[src/rtl/program_loader_pkg.sv]
// Shared constants and state encoding for the instruction-store loader.
package program_loader_pkg;

    localparam int IMEM_ADDR_W = 4;
    localparam int IMEM_DATA_W = 8;
    localparam int IMEM_DEPTH  = 2 ** IMEM_ADDR_W;
    localparam logic [7:0] NOP_WORD = 8'hF0;

    typedef enum logic [2:0] {
        IDLE,
        CLEAR,
        LEN,
        DATA,
        CSUM,
        DONE,
        ERROR
    } state_t;

    // A program length is legal when it is non-zero and fits the store.
    function automatic logic len_ok(input logic [7:0] n, input int depth);
        return (n != 8'd0) && (int'(n) <= depth);
    endfunction

endpackage

[src/rtl/program_loader_if.sv]
// Host byte stream in, instruction-memory write port and CPU control out.
interface program_loader_if #(
    parameter int ADDR_W = 4,
    parameter int DATA_W = 8
);
    logic              start;
    logic              in_valid;
    logic [DATA_W-1:0] in_data;
    logic              in_ready;
    logic              mem_we;
    logic [ADDR_W-1:0] mem_waddr;
    logic [DATA_W-1:0] mem_wdata;
    logic              cpu_hold;
    logic              done;
    logic              error;
    logic [ADDR_W:0]   count;

    modport master (
        output start, in_valid, in_data,
        input  in_ready, mem_we, mem_waddr, mem_wdata, cpu_hold, done, error, count
    );

    modport slave (
        input  start, in_valid, in_data,
        output in_ready, mem_we, mem_waddr, mem_wdata, cpu_hold, done, error, count
    );
endinterface

[src/rtl/program_loader.sv]
// Loads a LEN/data/CSUM framed program into the instruction store after clearing it to NOP.
// Latency: each accepted data byte is written one cycle later; all outputs registered.
// Backpressure: in_ready low outside LEN/DATA/CSUM, so the source holds its byte.
module program_loader
    import program_loader_pkg::*;
#(
    parameter int         ADDR_W   = IMEM_ADDR_W,
    parameter int         DATA_W   = IMEM_DATA_W,
    parameter logic [7:0] NOP_FILL = NOP_WORD
) (
    input logic            clk,
    input logic            rst,
    program_loader_if.slave bus
);

    localparam int DEPTH = 2 ** ADDR_W;
    localparam logic [ADDR_W:0]   CNT_ONE  = 1;
    localparam logic [ADDR_W-1:0] ADDR_ONE = 1;
    localparam logic [ADDR_W-1:0] ADDR_TOP = '1;

    state_t            state_q, state_d;
    logic              in_ready_q, in_ready_d;
    logic              mem_we_q, mem_we_d;
    logic [ADDR_W-1:0] waddr_q, waddr_d;
    logic [DATA_W-1:0] wdata_q, wdata_d;
    logic              cpu_hold_q, cpu_hold_d;
    logic              done_q, done_d;
    logic              error_q, error_d;
    logic [ADDR_W:0]   count_q, count_d;
    logic [ADDR_W:0]   len_q, len_d;
    logic [7:0]        csum_q, csum_d;
    logic              xfer;

    assign xfer = bus.in_valid && in_ready_q;

    always_comb begin
        state_d    = state_q;
        in_ready_d = in_ready_q;
        mem_we_d   = 1'b0;
        waddr_d    = waddr_q;
        wdata_d    = wdata_q;
        cpu_hold_d = cpu_hold_q;
        done_d     = done_q;
        error_d    = error_q;
        count_d    = count_q;
        len_d      = len_q;
        csum_d     = csum_q;

        case (state_q)
            IDLE, DONE, ERROR: begin
                if (bus.start) begin
                    state_d    = CLEAR;
                    in_ready_d = 1'b0;
                    mem_we_d   = 1'b1;
                    waddr_d    = '0;
                    wdata_d    = NOP_FILL[DATA_W-1:0];
                    cpu_hold_d = 1'b1;
                    done_d     = 1'b0;
                    error_d    = 1'b0;
                    count_d    = '0;
                    len_d      = '0;
                    csum_d     = '0;
                end
            end
            CLEAR: begin
                if (waddr_q == ADDR_TOP) begin
                    state_d    = LEN;
                    in_ready_d = 1'b1;
                end else begin
                    mem_we_d = 1'b1;
                    waddr_d  = waddr_q + ADDR_ONE;
                end
            end
            LEN: begin
                if (xfer) begin
                    if (len_ok(bus.in_data[7:0], DEPTH)) begin
                        state_d = DATA;
                        len_d   = bus.in_data[ADDR_W:0];
                    end else begin
                        state_d    = ERROR;
                        in_ready_d = 1'b0;
                        error_d    = 1'b1;
                    end
                end
            end
            DATA: begin
                if (xfer) begin
                    mem_we_d = 1'b1;
                    waddr_d  = count_q[ADDR_W-1:0];
                    wdata_d  = bus.in_data;
                    csum_d   = csum_q + bus.in_data[7:0];
                    count_d  = count_q + CNT_ONE;
                    if (count_q + CNT_ONE == len_q) begin
                        state_d = CSUM;
                    end
                end
            end
            CSUM: begin
                if (xfer) begin
                    in_ready_d = 1'b0;
                    if (bus.in_data[7:0] == csum_q) begin
                        state_d    = DONE;
                        done_d     = 1'b1;
                        cpu_hold_d = 1'b0;
                    end else begin
                        state_d = ERROR;
                        error_d = 1'b1;
                    end
                end
            end
            default: begin
                state_d    = IDLE;
                in_ready_d = 1'b0;
                cpu_hold_d = 1'b1;
            end
        endcase
    end

    always_ff @(posedge clk or posedge rst) begin
        if (rst) begin
            state_q    <= IDLE;
            in_ready_q <= 1'b0;
            mem_we_q   <= 1'b0;
            waddr_q    <= '0;
            wdata_q    <= '0;
            cpu_hold_q <= 1'b1;
            done_q     <= 1'b0;
            error_q    <= 1'b0;
            count_q    <= '0;
            len_q      <= '0;
            csum_q     <= '0;
        end else begin
            state_q    <= state_d;
            in_ready_q <= in_ready_d;
            mem_we_q   <= mem_we_d;
            waddr_q    <= waddr_d;
            wdata_q    <= wdata_d;
            cpu_hold_q <= cpu_hold_d;
            done_q     <= done_d;
            error_q    <= error_d;
            count_q    <= count_d;
            len_q      <= len_d;
            csum_q     <= csum_d;
        end
    end

    assign bus.in_ready  = in_ready_q;
    assign bus.mem_we    = mem_we_q;
    assign bus.mem_waddr = waddr_q;
    assign bus.mem_wdata = wdata_q;
    assign bus.cpu_hold  = cpu_hold_q;
    assign bus.done      = done_q;
    assign bus.error     = error_q;
    assign bus.count     = count_q;

endmodule

[src/flat_wrapper.sv]
// flat-port wrapper written by rule: the top's interface ports become plain ports
module program_loader_flat import program_loader_pkg::*;
#(
    parameter int         ADDR_W   = IMEM_ADDR_W,
    parameter int         DATA_W   = IMEM_DATA_W,
    parameter logic [7:0] NOP_FILL = NOP_WORD
)
  (clk, rst, bus_start, bus_in_valid, bus_in_data, bus_in_ready, bus_mem_we, bus_mem_waddr, bus_mem_wdata, bus_cpu_hold, bus_done, bus_error, bus_count);
  program_loader_if #(.ADDR_W(ADDR_W), .DATA_W(DATA_W)) bus_i ();
  input logic clk;
  input logic rst;
  input wire logic [$bits(bus_i.start)-1:0] bus_start;
  input wire logic [$bits(bus_i.in_valid)-1:0] bus_in_valid;
  input wire logic [$bits(bus_i.in_data)-1:0] bus_in_data;
  output wire logic [$bits(bus_i.in_ready)-1:0] bus_in_ready;
  output wire logic [$bits(bus_i.mem_we)-1:0] bus_mem_we;
  output wire logic [$bits(bus_i.mem_waddr)-1:0] bus_mem_waddr;
  output wire logic [$bits(bus_i.mem_wdata)-1:0] bus_mem_wdata;
  output wire logic [$bits(bus_i.cpu_hold)-1:0] bus_cpu_hold;
  output wire logic [$bits(bus_i.done)-1:0] bus_done;
  output wire logic [$bits(bus_i.error)-1:0] bus_error;
  output wire logic [$bits(bus_i.count)-1:0] bus_count;
  assign bus_i.start = bus_start;
  assign bus_i.in_valid = bus_in_valid;
  assign bus_i.in_data = bus_in_data;
  assign bus_in_ready = bus_i.in_ready;
  assign bus_mem_we = bus_i.mem_we;
  assign bus_mem_waddr = bus_i.mem_waddr;
  assign bus_mem_wdata = bus_i.mem_wdata;
  assign bus_cpu_hold = bus_i.cpu_hold;
  assign bus_done = bus_i.done;
  assign bus_error = bus_i.error;
  assign bus_count = bus_i.count;
  program_loader #(.ADDR_W(ADDR_W), .DATA_W(DATA_W), .NOP_FILL(NOP_FILL)) u_core (.clk(clk), .rst(rst), .bus(bus_i));
endmodule
[config.mk]
export PLATFORM = sky130hd
export DESIGN_NAME = program_loader_flat
export DESIGN_NICKNAME = d
export VERILOG_FILES = /design/src/rtl/program_loader_pkg.sv /design/src/rtl/program_loader_if.sv /design/src/rtl/program_loader.sv /design/src/flat_wrapper.sv
export SDC_FILE = /design/constraint.sdc
export NUM_CORES = 1
export LEC_CHECK = 0
export ABC_CLOCK_PERIOD_IN_PS = 2300
export CORE_UTILIZATION = 54
export CTS_CLUSTER_DIAMETER = 40
export DETAILED_ROUTE_END_ITERATION = 8
export PLACE_DENSITY = 0.91
export SKIP_LAST_GASP = 1
export SLEW_MARGIN = 10
export SYNTH_ARGS = -nofsm -noshare
export SYNTH_HDL_FRONTEND = slang
export SYNTH_SLANG_ARGS = --single-unit
[constraint.sdc]
create_clock -name clk -period 2.3 [get_ports clk]
set_input_delay 0.46 -clock clk [delete_from_list [all_inputs] [get_ports clk]]
set_output_delay 0.46 -clock clk [all_outputs]
set_load 0.01 [all_outputs]
# Yosys cells after proc, flatten, opt, wreduce, memory -nomap -nowiden
# Index checks and enable logic that the tools add are counted.
[totals] out_inout_bits=22 memories=0 latchBits=0 register_bits=38 mem_bits_ro=0 ramBits=0 input_bits=12
[classes] mux=47 n_lt_le_gt_ge=1 shifts=0 div=0 n_eq_ne=20 n_reduce_logical=19 n_bitwise=2 multipliers=0 n_addsub=3
[ops] cell="two-way mux 8 bit" count=4
[ops] cell="case mux 8 bit (2 select lines)" count=2
[ops] cell="two-way mux 3 bit" count=7
[ops] cell="two-way mux 5 bit" count=4
[ops] cell="case mux 5 bit (2 select lines)" count=2
[ops] cell="AND reduction 6 bit" count=3
[ops] cell="two-way mux 1 bit" count=17
[ops] cell="AND reduction 4 bit" count=4
[ops] cell="case mux 3 bit (5 select lines)" count=1
[ops] cell="inequality test 2 x 1 -> 1 bit, second input constant" count=7
[ops] cell="two-way mux 4 bit" count=3
[ops] cell="case mux 4 bit (3 select lines)" count=1
[ops] cell="== test 3 bit, second input constant" count=3
[ops] cell="case mux 1 bit (3 select lines)" count=3
[ops] cell="adder 8 bit" count=1
[ops] cell="== test 8 bit" count=1
[ops] cell="<= comparator 8 x 5 -> 1 bit, second input constant" count=1
[ops] cell="inequality test 2 bit, second input constant" count=4
[ops] cell="nonzero test 8 bit" count=1
[ops] cell="== test 3 x 2 -> 1 bit, second input constant" count=2
[ops] cell="nonzero test 2 bit" count=3
[ops] cell="nonzero test 3 bit" count=2
[ops] cell="OR reduction 3 bit" count=2
[ops] cell="adder 5 x 1 -> 5 bit, second input constant" count=1
[ops] cell="11 further kinds" count=13

# Longest topological paths before layout
[depth] word_depth=5 depth_mapped=8

# Worst setup path before layout
# No wires, ideal clock.
[synth_path] path_type="input-to-reg" startpoint="input bus_in_data[0]" endpoint="register u_core.csum_q[6]" setup_slack_ps=295 stages=8 t_arrival_ps=1874 path_buffers=0 cell_sequence="ha_1 fa_1 a21o_1 a21oi_1 o21bai_1 a21oi_1 xor2_1 o21ai_1"
[synth_between] elab_chain_len=3
[synth_rtl] element="from (decl)" line_no="flat_wrapper.sv:14" text="input wire logic [$bits(bus_i.in_data)-1:0] bus_in_data;"
[synth_rtl] element="adder 8 bit" line_no="program_loader.sv:91" text="csum_d = csum_q + bus.in_data[7:0];"
[synth_rtl] element="two-way mux 8 bit" line_no="program_loader.sv:87" text="if (xfer) begin"
[synth_rtl] element="case mux 8 bit (2 select lines)" line_no="program_loader.sv:49" text="case (state_q)"
[synth_rtl] element="to (signal assigned)" line_no="program_loader.sv:143" text="csum_q <= csum_d;"
[synth_rtl] element="to (decl)" line_no="program_loader.sv:31" text="logic [7:0] csum_q, csum_d;"
# No other way between the ends. The select of a mux whose other input is x is not followed.
# A chain may end at the register's enable or synchronous reset.

# Final worst setup path
[layout_path] startpoint="input bus_in_data[0]" endpoint="register u_core.state_q[0]"
[layout_between] elab_chain_len=5 elab_cells_between_ends=9 classes_between="1 x order compare; 1 x eq/ne; 5 x mux; 2 x reduce/logical"
[layout_rtl] element="<= comparator 8 x 5 -> 1 bit or nonzero test 8 bit (tied branches)" line_no="program_loader_pkg.sv:21" text="return (n != 8'd0) && (int'(n) <= depth);"
[layout_rtl] element="logical AND 1 bit" line_no="program_loader_pkg.sv:21"
[layout_rtl] element="two-way mux 3 bit" line_no="program_loader.sv:76" text="if (len_ok(bus.in_data[7:0], DEPTH)) begin"
[layout_rtl] element="two-way mux 3 bit" line_no="program_loader.sv:75" text="if (xfer) begin"
[layout_rtl] element="case mux 3 bit (5 select lines) *" line_no="program_loader.sv:49"
[layout_rtl] element="to (signal assigned)" line_no="program_loader.sv:133" text="state_q <= state_d;"
[layout_rtl] element="to (decl)" line_no="program_loader.sv:21" text="state_t state_q, state_d;"
# Every way passes the cells marked *; elsewhere a longest branch is shown, timed or not. The select of a mux whose other input is x is not followed.

==> out/metrics.json <==
{
  "detailedRoute.firstPassIterationCount": 4,
  "crit_type": "input pin to flip-flop",
  "worst-path-max-fanout": 3,
  "fin_ws_ns": 0.0422,
  "clkSlewWorstSetupHoldPaths_ns": 0.08,
  "power-per-cell-area_nw_per_um2": 834,
  "timing.rr.end": "u_core.len_q[0]",
  "vdd.ir_drop.worst_mv": 0.462,
  "synth_compound_area_share_pct": 25.5,
  "drt_iter0_drc": 169,
  "crit_path_end_kind": "flip-flop",
  "final_cells": 357,
  "cts-root-to-sink-buffers": 2,
  "report.final.slew_viol_count": 0,
  "fillerInstances": 301,
  "aggregate_routed_wire_length_mm": 5.58,
  "setup-violations-final": 0,
  "layout_commonest_cell": "sky130_fd_sc_hd__dfrtp_1",
  "post-cts-setup-buffer-count": 0,
  "synth.cell_area_um2": 2350,
  "final_core_utilization_pct": 73.4,
  "pwr-share-comb_pct": 42.6,
  "ff2ff_setup_slack_ns": 0.19,
  "core_region_area_um2": 4090,
  "post-place-cells": 350,
  "num_antenna_cells": 0,
  "max-slew-margin-rel_pct": 63.5,
  "global_route.usage.total_pct": 25.5,
  "ys_seq_elements": 38,
  "layout_worst_path_cycle_share_pct": 98.2,
  "hold_violations": 0,
  "synth_xor_area_share_pct": 5.21,
  "yosysUniqueCellTypes": 52,
  "max_cap_viols": 0,
  "syn_inst": 248,
  "tritoncts.num_buffers": 5,
  "clock_power_share_pct": 17.8,
  "crit_start": "bus_in_data[0]",
  "layout-drive-gt1-share_pct": 17.9,
  "largest_net_degree_at_the_start_of_global_routing": 39,
  "synth_enable_flop_cells": 0,
  "root_buffer": "sky130_fd_sc_hd__clkbuf_8",
  "final.setup.tns_ns": 0,
  "total_of_warnings_raised_by_yosys": 0,
  "grt-ovfl-total": 0,
  "area_growth_pct": 27.4,
  "register_area_um2": 952,
  "synth-adder-area-share_pct": 5.64,
  "die_w_um": 68.0,
  "core.rowCount": 23,
  "clock_tree.htree_level_count": 2,
  "die_y_um": 68.0,
  "synthesis.area_per_instance_um2": 9.49,
  "power_switching_uw": 940,
  "first_pass_grt_wire_length_mm": 8.70,
  "worst_ep_required_time_ns": 2.51,
  "critical-path-slowest-cell": "sky130_fd_sc_hd__clkdlybuf4s50_1",
  "syn-num-nets": 270,
  "critical_path.max_stage_delay_ns": 0.54,
  "reg2reg_depth": 7,
  "dominant_combinational_cell_family_by_area_after_synthesis": "compound AO/OA/AOI/OAI gates",
  "hold-worst-slack_ns": 0.498,
  "dp_worst_slack_ns": -0.346,
  "antenna_left": 0,
  "internal_power_uw": 1560,
  "drc_errors": 0,
  "synth_ff_type": "sky130_fd_sc_hd__dfrtp_1",
  "timing.critical_path.from_type": "input pin",
  "min_from": "u_core.bus.mem_wdata[7]",
  "io_pins": 34,
  "min-delay-path-class": "flip-flop to flip-flop",
  "detailed_route_vias_per_instance": 5.95,
  "synth_simple_gate_area_share_pct": 18.0,
  "async_reset_ff_share_pct": 100,
  "vias": 2124,
  "synthMuxAreaShare_pct": 1.28,
  "clk-insertion-delay-late_ns": 0.29,
  "hold-path-endpoint": "u_core.bus.mem_wdata[7]",
  "place_congestion": 0.877,
  "worst_slew_pin_slew_ns": 0.546,
  "initial_standard_cell_utilization_of_the_core_pct": 57.6,
  "synth.yosys.seq_area_share_pct": 40.5,
  "antenna_found_initial": 0,
  "power_switching_share_pct": 37.6,
  "final_period_minus_worst_setup_slack_ns": 2.26,
  "hold_path_depth": 1,
  "worst_clock_skew_ns": 0.00658,
  "place.port_buffers": 33,
  "grt_setup_unrepaired": "yes",
  "power.leakage_uw": 0.00130,
  "cts_tree": "done",
  "most-common-layout-cells": "sky130_fd_sc_hd__dfrtp_1 (37), sky130_fd_sc_hd__clkdlybuf4s50_1 (33), sky130_fd_sc_hd__nand2_1 (29)",
  "power.share.sequential_pct": 39.6,
  "max_clock_freq_ghz": 0.443,
  "clock_sinks": 38,
  "dp_hpwl_mm": 3.89,
  "final_nets": 329,
  "path_cells": "clkdlybuf4s50_1, ha_2, nor4_2, nand3_1, buf_4, a21oi_1, nor2_1, a221oi_2",
  "run_status": "completed",
  "area_occupied_by_multi_input_gates_um2": 1340,
  "die_area_um2": 4630,
  "vias_in_the_first_global_route": 1940,
  "worst_endpoint_data_arrival_time_ns": 2.47,
  "timing.rr.start": "u_core.state_q[2]",
  "routed_wire_length_per_instance_um": 15.6
}
sequential cells by signal (all words and copies together), names as in the netlist:
signal	count
u_core.state_q	3
u_core.bus.cpu_hold	1
u_core.bus.in_ready	1
u_core.bus.done	1
u_core.len_q	5
u_core.bus.mem_wdata	8
u_core.bus.mem_we	1
u_core.csum_q	8
u_core.bus.error	1
u_core.bus.count	5
u_core.bus.mem_waddr	4
per-stage QoR:
stage               total power, uW  instance area (um2)
global route                   2670                 3000
global placement               2000                 2890
detailed placement             2040                 2890
CTS                            2490                 2970
finish                         2500                 3000
floorplan                      1650                 2350
cell usage after synthesis (2+ instances only):
master                      instances  area (um2)
sky130_fd_sc_hd__dfrtp_1           37         926
sky130_fd_sc_hd__nand2_1           29         109
sky130_fd_sc_hd__a21oi_1           16        80.1
sky130_fd_sc_hd__o21ai_0           16        80.1
sky130_fd_sc_hd__nor2_1            15        56.3
sky130_fd_sc_hd__o21ai_1           11        55.1
sky130_fd_sc_hd__ha_1               9         113
sky130_fd_sc_hd__xor2_1             9        78.8
sky130_fd_sc_hd__nand3_1            8        40.0
sky130_fd_sc_hd__a22o_1             7        61.3
sky130_fd_sc_hd__inv_1              6        22.5
sky130_fd_sc_hd__a21o_1             5        37.5
sky130_fd_sc_hd__a31oi_1            5        31.3
sky130_fd_sc_hd__nor3_1             5        25.0
sky130_fd_sc_hd__o22a_1             5        43.8
sky130_fd_sc_hd__xnor2_1            5        43.8
sky130_fd_sc_hd__clkbuf_1           4        15.0
sky130_fd_sc_hd__nand2b_1           4        25.0
sky130_fd_sc_hd__a211oi_1           3        22.5
sky130_fd_sc_hd__mux2i_1            3        30.0
sky130_fd_sc_hd__nor2b_1            3        18.8
sky130_fd_sc_hd__nor4_1             3        18.8
sky130_fd_sc_hd__o21a_1             3        22.5
sky130_fd_sc_hd__a2111oi_4          2        55.1
sky130_fd_sc_hd__buf_6              2        22.5
sky130_fd_sc_hd__clkbuf_8           2        27.5
sky130_fd_sc_hd__nor3b_1            2        15.0
sky130_fd_sc_hd__nor4b_1            2        17.5
sky130_fd_sc_hd__o21ai_2            2        17.5
sky130_fd_sc_hd__o22ai_1            2        12.5
sky130_fd_sc_hd__or3_1              2        12.5
worst max path at each step:
stage	end	slack (ns)	cells after the start
after floorplan	u_core.csum_q[6]	0.30	8
after global placement	u_core.bus.error	-0.22	8
after detailed placement	u_core.bus.error	-0.35	8
after CTS	u_core.bus.error	0.008	8
after global routing	u_core.state_q[0]	-0.07	8
final	u_core.state_q[0]	0.04	8
power by group through the flow:
stage               sequential, uW  clock, uW  combinational, uW
finish                         990        444               1070
global route                  1010        485               1170
detailed placement             996          0               1050
global placement               988          0               1010
floorplan                      991          0                655
CTS                            984        458               1050
cells by family after synthesis:
logic type / count (synthesis)
AO/OA/AOI/OAI: 86
AND/OR/NAND/NOR: 82
flip-flops: 38
buffers and inverters: 15
XOR/XNOR: 14
adder cells (fa/ha/maj): 10
multiplexers: 3
metal layers:
| layer | vias to the layer above | track usage, % | routed length, um | share of wire (%) |
|---|---|---|---|---|
| met5 | - | 0 | 0 | 0 |
| met4 | 0 | 10.9 | 96 | 1.7 |
| met3 | 11 | 4.83 | 266 | 4.8 |
| met2 | 69 | 42.5 | 2780 | 50 |
| met1 | 1019 | 32.1 | 2440 | 44 |
| li1 | 1025 | - | - | - |
critical path, delay by kind of cell:
family | cells | cell delay [ns]
and+or+nand+nor | 3 | 0.61
AOI/OAI and AO/OA | 2 | 0.36
adders and majority gates | 1 | 0.31
buffers and inverters | 2 | 0.72
area by class of cell:
cell class / instances / share of cell area (%)
clock inverter: 2 / 0.334
sequential: 38 / 31.7
multi-input combinational: 195 / 44.8
tap: 50 / 2.09
clock buffer: 5 / 2.29
inverter: 6 / 0.751
timing repair buffer: 61 / 18.0
repair_timing:
action,CTS,global route
pin swaps,0,1
gates resized for setup,1,7
endpoints found under the setup margin,1,6
endpoints found under the hold margin,0,0
hold buffers,0,0
Power figures use the tool's default switching activity.
